$ cat config.mk
export PLATFORM = sky130hd
export DESIGN_NAME = bp_nonsynth_tlb_event_monitor
export DESIGN_NICKNAME = d
export VERILOG_FILES = /design/src/rtl/bp_nonsynth_tlb_event_monitor.sv
export SDC_FILE = /design/constraint.sdc
export NUM_CORES = 2
export LEC_CHECK = 0
export CAP_MARGIN = 20
export CORE_MARGIN = 2
export CORE_UTILIZATION = 50
export CTS_CLUSTER_DIAMETER = 50
export DETAILED_ROUTE_END_ITERATION = 12
export GPL_TIMING_DRIVEN = 1
export MAX_ROUTING_LAYER = met4
export PLACE_DENSITY = 0.66
export SLEW_MARGIN = 15
export SYNTH_ARGS = -nofsm -noshare
export SYNTH_HDL_FRONTEND = slang
export SYNTH_SLANG_ARGS = --single-unit
export TNS_END_PERCENT = 20
$ cat constraint.sdc
create_clock -name clk_i -period 21.4 [get_ports clk_i]
set_clock_uncertainty 0.2 [all_clocks]
set_input_delay 5.35 -clock clk_i [delete_from_list [all_inputs] [get_ports clk_i]]
set_output_delay 5.35 -clock clk_i [all_outputs]
set_load 0.02 [all_outputs]
$ cat src/rtl/bp_nonsynth_tlb_event_monitor.sv
// Non-intrusive TLB event monitor: per-channel saturating event counters plus
// a bounded log of fill events drained through a valid/yumi handshake.
module bp_nonsynth_tlb_event_monitor #(
    parameter int num_tlb_p     = 2,
    parameter int vtag_width_p  = 27,
    parameter int ptag_width_p  = 28,
    parameter int count_width_p = 32,
    parameter int log_els_p     = 8,
    localparam int chan_w_lp    = (num_tlb_p > 1) ? $clog2(num_tlb_p) : 1
) (
    input  logic                              clk_i,
    input  logic                              reset_n_i,
    input  logic                              freeze_i,
    input  logic [num_tlb_p-1:0]              clear_v_i,
    input  logic [num_tlb_p-1:0]              fill_v_i,
    input  logic [num_tlb_p*vtag_width_p-1:0] fill_vtag_i,
    input  logic [num_tlb_p*ptag_width_p-1:0] fill_ptag_i,
    input  logic [num_tlb_p*3-1:0]            fill_perm_i,
    input  logic [num_tlb_p-1:0]              cam_r_v_i,
    input  logic [num_tlb_p-1:0]              miss_v_i,
    input  logic                              counters_clear_i,
    input  logic [chan_w_lp-1:0]              count_chan_i,
    input  logic [1:0]                        count_type_i,
    output logic [count_width_p-1:0]          count_o,
    output logic [count_width_p-1:0]          drop_count_o,
    output logic                              log_v_o,
    input  logic                              log_yumi_i,
    output logic [chan_w_lp-1:0]              log_chan_o,
    output logic [vtag_width_p-1:0]           log_vtag_o,
    output logic [ptag_width_p-1:0]           log_ptag_o,
    output logic [2:0]                        log_perm_o,
    output logic [count_width_p-1:0]          log_stamp_o
);

    // Log handshake: log_v_o marks a valid head; log_yumi_i consumes it in the
    // same cycle and is ignored while the log is empty.
    localparam int ptr_w_lp = $clog2(log_els_p);
    localparam int pc_w_lp  = $clog2(num_tlb_p + 1);
    localparam int ent_w_lp = chan_w_lp + vtag_width_p + ptag_width_p + 3 + count_width_p;

    logic [count_width_p-1:0] cnt_q [num_tlb_p][4];
    logic [count_width_p-1:0] cnt_d [num_tlb_p][4];
    logic [count_width_p-1:0] drop_q, drop_d;
    logic [count_width_p-1:0] stamp_q, stamp_d;
    logic [ent_w_lp-1:0]      mem_q [log_els_p];
    logic [ent_w_lp-1:0]      mem_d [log_els_p];
    logic [ptr_w_lp-1:0]      wr_ptr_q, wr_ptr_d;
    logic [ptr_w_lp-1:0]      rd_ptr_q, rd_ptr_d;
    logic [ptr_w_lp:0]        log_cnt_q, log_cnt_d;

    logic [3:0]               strobe;
    logic                     win_found;
    logic [chan_w_lp-1:0]     win_idx;
    int                       win_int;
    logic [pc_w_lp-1:0]       nfill;
    logic [pc_w_lp-1:0]       ndrop;
    logic [count_width_p:0]   drop_sum;
    logic                     full, enq, deq;
    logic [ent_w_lp-1:0]      new_ent;

    always_comb begin
        strobe = '0;
        cnt_d  = cnt_q;
        for (int i = 0; i < num_tlb_p; i++) begin
            strobe = {miss_v_i[i], cam_r_v_i[i], fill_v_i[i], clear_v_i[i]};
            for (int t = 0; t < 4; t++) begin
                if (counters_clear_i) begin
                    cnt_d[i][t] = '0;
                end else if (!freeze_i && strobe[t] && (cnt_q[i][t] != '1)) begin
                    cnt_d[i][t] = cnt_q[i][t] + count_width_p'(1);
                end
            end
        end
    end

    // Lowest-index fill wins the single log write port; the rest are drops.
    always_comb begin
        win_found = 1'b0;
        win_idx   = '0;
        win_int   = 0;
        nfill     = '0;
        for (int i = 0; i < num_tlb_p; i++) begin
            if (fill_v_i[i]) begin
                nfill = nfill + pc_w_lp'(1);
                if (!win_found) begin
                    win_found = 1'b1;
                    win_idx   = chan_w_lp'(i);
                    win_int   = i;
                end
            end
        end
    end

    always_comb begin
        full    = (log_cnt_q == (ptr_w_lp+1)'(log_els_p));
        deq     = log_yumi_i && (log_cnt_q != '0);
        enq     = win_found && !freeze_i && (!full || log_yumi_i);
        new_ent = {win_idx,
                   fill_vtag_i[win_int*vtag_width_p +: vtag_width_p],
                   fill_ptag_i[win_int*ptag_width_p +: ptag_width_p],
                   fill_perm_i[win_int*3 +: 3],
                   stamp_q};

        ndrop = '0;
        if (win_found && !freeze_i) begin
            ndrop = enq ? (nfill - pc_w_lp'(1)) : nfill;
        end
        drop_sum = {1'b0, drop_q} + (count_width_p+1)'(ndrop);
        if (counters_clear_i) begin
            drop_d = '0;
        end else if (drop_sum[count_width_p]) begin
            drop_d = '1;
        end else begin
            drop_d = drop_sum[count_width_p-1:0];
        end

        stamp_d = freeze_i ? stamp_q : stamp_q + count_width_p'(1);

        mem_d    = mem_q;
        wr_ptr_d = wr_ptr_q;
        rd_ptr_d = rd_ptr_q;
        if (enq) begin
            mem_d[wr_ptr_q] = new_ent;
            wr_ptr_d        = wr_ptr_q + ptr_w_lp'(1);
        end
        if (deq) begin
            rd_ptr_d = rd_ptr_q + ptr_w_lp'(1);
        end

        log_cnt_d = log_cnt_q;
        if (enq && !deq) begin
            log_cnt_d = log_cnt_q + (ptr_w_lp+1)'(1);
        end else if (deq && !enq) begin
            log_cnt_d = log_cnt_q - (ptr_w_lp+1)'(1);
        end
    end

    always_ff @(posedge clk_i) begin
        if (!reset_n_i) begin
            for (int i = 0; i < num_tlb_p; i++) begin
                for (int t = 0; t < 4; t++) begin
                    cnt_q[i][t] <= '0;
                end
            end
            drop_q    <= '0;
            stamp_q   <= '0;
            wr_ptr_q  <= '0;
            rd_ptr_q  <= '0;
            log_cnt_q <= '0;
        end else begin
            cnt_q     <= cnt_d;
            drop_q    <= drop_d;
            stamp_q   <= stamp_d;
            wr_ptr_q  <= wr_ptr_d;
            rd_ptr_q  <= rd_ptr_d;
            log_cnt_q <= log_cnt_d;
        end
    end

    // Log storage needs no reset: the pointers and occupancy define validity.
    always_ff @(posedge clk_i) begin
        mem_q <= mem_d;
    end

    always_comb begin
        count_o = '0;
        if (int'(count_chan_i) < num_tlb_p) begin
            count_o = cnt_q[count_chan_i][count_type_i];
        end
    end

    assign drop_count_o = drop_q;
    assign log_v_o      = (log_cnt_q != '0);
    assign {log_chan_o, log_vtag_o, log_ptag_o, log_perm_o, log_stamp_o} = mem_q[rd_ptr_q];

endmodule

======== After elaboration in Yosys (flattened, before gate mapping) ========
Index checks and enable logic that the tools add are counted.
cells by class
  bitwise logic cells ..................... 5
  reduce and logical (&&, ||, !) cells .... 30
  multipliers ............................. 3
  $add $sub $neg .......................... 16
  muxes and demuxes ....................... 25
  magnitude comparators ................... 5
  shift operators ......................... 3
  equal/unequal tests ..................... 9
operator list
  operator                                                   count
  bitwise mux 728 bit                                        1
  2-to-1 mux 128 bit                                         3
  adder 32 x 1 -> 32 bit (second input constant)             9
  binary-select mux 91 bit (select 3 bit)                    1
  demux 91 bit (select 3 bit)                                1
  2-to-1 mux 91 bit                                          3
  inequality test 32 bit (second input constant)             8
  2-to-1 mux 32 bit                                          3
  binary-select mux 32 bit (select 2 bit)                    1
  indexed part select 56 x 32 -> 28 bit                      1
  indexed part select 54 x 32 -> 27 bit                      1
  adder 32 x 2 -> 33 bit                                     1
  multiplier 32 x 3 -> 32 bit (second input constant)        1
  multiplier 32 x 4 -> 30 bit (second input constant)        1
  multiplier 32 x 6 -> 32 bit (second input constant)        1
  indexed part select 6 x 32 -> 3 bit                        1
  logical AND 1 bit                                          22
  greater-or-equal comparator 4 bit (second input constant)  2
  2-to-1 mux 4 bit                                           2
  NOT 3 -> 4 bit                                             2
  2-to-1 mux 1 bit                                           7
  adder 3 x 1 -> 3 bit (second input constant)               2
  2-to-1 mux 2 bit                                           3
  adder 4 x 1 -> 4 bit (second input constant)               1
  other kinds (15)                                           18
word-level totals
  input bits .............................. 132
  register bits after elaboration ......... 1058
  logic and storage cells ................. 117

======== Depth between registers and ports, before layout ========
  depth in word-level cells ............... 8
  mapped depth ............................ 13
  depth with buffers taken out ............ 13

======== Worst setup path after synthesis ========
OpenSTA, ideal clock, no wires.
  kind .................................... input-to-reg
  from .................................... input freeze_i
  to ...................................... register mem_q[273] in the netlist's numbering, enable pin
  arrival ................................. 15.315 ns
  slack ................................... 5.088 ns
  stages on the path ...................... 5
  buffers on the path ..................... 2
  setup time .............................. 0.797 ns
  data required time ...................... 20.403 ns
  cells stage by stage .................... clkbuf_1 > clkbuf_1 > nor2_1 > nand2_1 > nor4b_1
on the way
  cells in the longest elaborated chain, start to end .. 3
ends and longest elaborated chain
  element                         line  RTL
  start, declared                 13    input logic freeze_i,
  zero test 1 bit                 97    enq = win_found && !freeze_i && (!full || log_yumi_i);
  logical AND 1 bit (2 in a row)  97
  end signal, assigned            162   mem_q <= mem_d;
  end, declared                   45    logic [ent_w_lp-1:0] mem_q [log_els_p];
No other way between the ends.
A chain may end at the register's enable or synchronous reset.

======== Final worst setup path ========
  from .................................... input count_chan_i
  to ...................................... output count_o[26]
on the way
  cells in the longest elaborated chain, start to end .. 7
ends and longest elaborated chain
  element                                                line  RTL
  start, declared                                        22    input logic [chan_w_lp-1:0] count_chan_i,
  NOT 1 -> 2 bit (not written as such)                   168   count_o = cnt_q[count_chan_i][count_type_i];
  2-to-1 mux 128 bit (not written as such) (3 in a row)  168
  binary-select mux 32 bit (select 2 bit)                168
  2-to-1 mux 32 bit (not written as such) (2 in a row)   168
  end, declared                                          24    output logic [count_width_p-1:0] count_o,
No other way between the ends. The select of a mux whose other input is x is not followed.

==> summary.txt <==
Layout
  – Area of the multi-input gates: 17000 um2
  – Filler cells: 6945
  – Finished Cell Area: 54600 um2
  – # nets final: approximately 3600
  – FF/Latch Area: 28500 um2
  – Layout cell share with drive strength beyond 1: 20.0%
  – Layout area overhead: 18.1%

Route
  – WL final: ~120000 um
  – DR WL met2: 58300 um
  – DR top layer: met4
  – M1 wire length: between 40000 and 50000 um
  – DRT iter0 DRCs: around 3000
  – Met3 wire len: between 8000 and 9000 um
  – Final ANT Viol Nets: 0
  – Wire length per cell: ~25 um
  – Drt pass-1 iters: 6
  – Via density per instance: 6.31
  – Routed vias: 30177
  – Drt drc: 0

Yosys
  – Cell count after synthesis: ~3200
  – Top cells by area, synth: edfxtp_1 (47%), dfxtp_1 (14%), mux4_2 (12%)
  – Area leader, netlist: edfxtp_1
  – Synth Area per Inst: 14.4 um2
  – Top_reg_cell synth: edfxtp_1
  – Netlist cell types: 71
  – Fraction of registers with async set/reset: 0%
  – Most frequent cells after synthesis: edfxtp_1 (728), dfxtp_1 (330), mux4_2 (246)
  – Syn_nets: approximately 3400
  – Yosys synthesis warning count: 0
  – #FFs+latches synth: 1058
  – Most numerous cell in the Yosys netlist: edfxtp_1
  – Post-synth EDFFs: around 730
  – Share of the synthesized area in the top cell type: between 40% and 50%
  – Netlist Area Pre-Place: about 46000 um2
  – Register area share after synthesis: 61.5%

Hold path
  – Hold Path Origin: log_cnt_q[3]$_SDFFE_PN0P_
  – Hold Path Sink: log_cnt_q[3]$_SDFFE_PN0P_
  – Hold Path Class: flip-flop to flip-flop
  – WHS Path Cells: 2

Clock network
  – Total CTS buffers: 119
  – Post-CTS setup buffers: 0
  – Worst-path clk slew: 0.06 ns
  – CTS tree: done
  – Cts hold-fix bufs: 0
  – Root buffer cell: clkbuf_16
  – Resize count post-CTS: 0
  – Sinks on Clock Net: 1058
  – H-tree depth: 3
  – Clk_lat worst skew: 0.69 ns
  – Maximum clock path buffer count: 3

Floorplanning
  – I/O Pins: 288
  – Die ar.: 95000 um2
  – Core Area: just over 90000 um2
  – # rows: 111
  – Initial Utilization: 50.5%
  – Die height: 308 um
  – Chip width: 308 um

Global route
  – First-pass GRT wire length: 182000 um
  – Total grt overflow: 0
  – Antenna violations before repair: 6
  – Gr usage total: 26.1%
  – Vias in the first global route: 29852
  – Largest net degree at the start of global routing: about 210

Timing
  – Hold WS: 0.314 ns
  – Final setup violation count: 0
  – Final hold violations: 0
  – Highest Clock Rate: 75.5 MHz
  – Pins Over Slew Limit: 0
  – Worst rel slew slack: 27.3%
  – Min cycle time layout: around 13 ns
  – Worst-Margin Slew: between 1 and 1.5 ns
  – Final period utilization: roughly three fifths
  – Unrepaired setup endpoints after global routing: false
  – Setup tns final: 0 ns

Run
  – Max cap viols: 0

Place
  – Gp weighted congestion: 1.02
  – Port Buf Inserts: 287
  – Placed cell areas: 50300 um2
  – Hpwl dp: 78100 um

Setup path
  – Internal reg-to-reg setup slack: 16.80 ns
  – Reg2reg end: drop_count_o[8]$_SDFF_PP0_
  – Critical path class: input pin to output port
  – WP data required: 15.85 ns
  – FF-to-FF Start: log_cnt_q[0]$_SDFFE_PN0P_
  – CP Launch Type: input pin
  – CP arrival: 7.69 ns
  – Crit. End Element: output port
  – Worst-case reg-to-reg path depth: 12
  – Crit-path max FO: between 60 and 70

Pwr
  – VDD IR-drop max: ~0.084 mV
  – Leakage: between 15 and 20 nW
  – PwrDens: 97.8 nW/um2
  – Design Power: 5.35 mW

Status
  – Status: completed
worst max-delay path, stage by stage:
cell and delay, ns:
buf_2 0.08, buf_4 0.72, mux4_2 0.61, mux2_2 0.32, clkdlybuf4s50_1 0.57
cell usage in the layout (no fill, tap or decap), types with 10 or more instances in the layout:
| master | count |
|---|---|
| edfxtp_1 | 728 |
| dfxtp_1 | 327 |
| clkdlybuf4s50_1 | 284 |
| mux4_2 | 246 |
| mux2_2 | 181 |
| a21oi_1 | 175 |
| nand2_1 | 172 |
| clkbuf_16 | 121 |
| o21ai_0 | 107 |
| or3_1 | 104 |
| nand3_1 | 102 |
| nor2_1 | 100 |
| nand4_1 | 83 |
| xnor2_1 | 70 |
| or4_1 | 64 |
| o31ai_1 | 51 |
| inv_1 | 49 |
| and2_1 | 45 |
| and4_1 | 36 |
| xor2_1 | 35 |
| buf_4 | 35 |
| and3_1 | 31 |
| nor3_1 | 30 |
| mux2i_1 | 28 |
| nand2b_1 | 27 |
| a31oi_1 | 27 |
| nor4_1 | 26 |
| ha_1 | 19 |
| clkinv_2 | 18 |
| bufinv_16 | 18 |
| clkbuf_8 | 14 |
| o211ai_1 | 12 |
| a211oi_1 | 12 |
| clkbuf_1 | 12 |
| clkinv_1 | 11 |
| clkinvlp_4 | 10 |
kinds of logic after synthesis:
| family | after synthesis | share of synthesized area [%] |
|---|---|---|
| AND/OR/NAND/NOR | 889 | 11.0 |
| AO/OA/AOI/OAI | 458 | 6.05 |
| XOR/XNOR | 105 | 1.99 |
| adder cells (fa/ha/maj) | 22 | 0.627 |
| multiplexers | 455 | 17.0 |
| buffers and inverters | 219 | 1.85 |
| flip-flops | 1058 | 61.5 |
state kept, by name, summed over array words and instances (netlist names):
register      cells
drop_count_o     32
stamp_q          32
cnt_q           256
wr_ptr_q          3
log_cnt_q         4
rd_ptr_q          3
mem_q           728
metrics by stage:
step           worst slack [ns]  cells  utilization [%]
2_1_floorplan              5.09   3206                -
5_1_grt                    8.05   4778             59.6
3_3_place_gp               8.22   4544             54.9
3_5_place_dp               8.17   4545             54.9
6_report                   8.16   4781             59.6
4_1_cts                    8.16   4770             59.5
area by class of cell:
cell class                 count  area share, %
antenna                        8         0.0366
timing repair buffer         326           5.88
sequential                  1058           52.1
inverter                      49          0.337
multi-input combinational   1929           31.2
clock buffer                 147           5.98
tap                         1186           2.72
clock inverter                78           1.76
power breakdown:
part	switching, mW	internal (mW)
logic	0.445	0.489
clock network	0.835	1.31
registers	0.0341	2.24
total	1.31	4.03
routing by layer:
metal	global-route usage (%)	up-vias
met2	41.6	1221
met1	32.4	15290
li1	-	13342
met3	4.07	324
met5	-	-
met4	13.9	0
how the worst max path moves through the flow:
stage	from	end	slack [ns]	cells after the start
after floorplan	freeze_i	mem_q[273]$_DFFE_PP_	5.09	5
after global placement	count_chan_i	count_o[25]	8.22	5
after detailed placement	count_chan_i	count_o[27]	8.17	5
after CTS	count_chan_i	count_o[26]	8.16	5
after global routing	count_chan_i	count_o[26]	8.05	5
final	count_chan_i	count_o[26]	8.16	5
No activity file was read; power rests on OpenSTA's default activity.
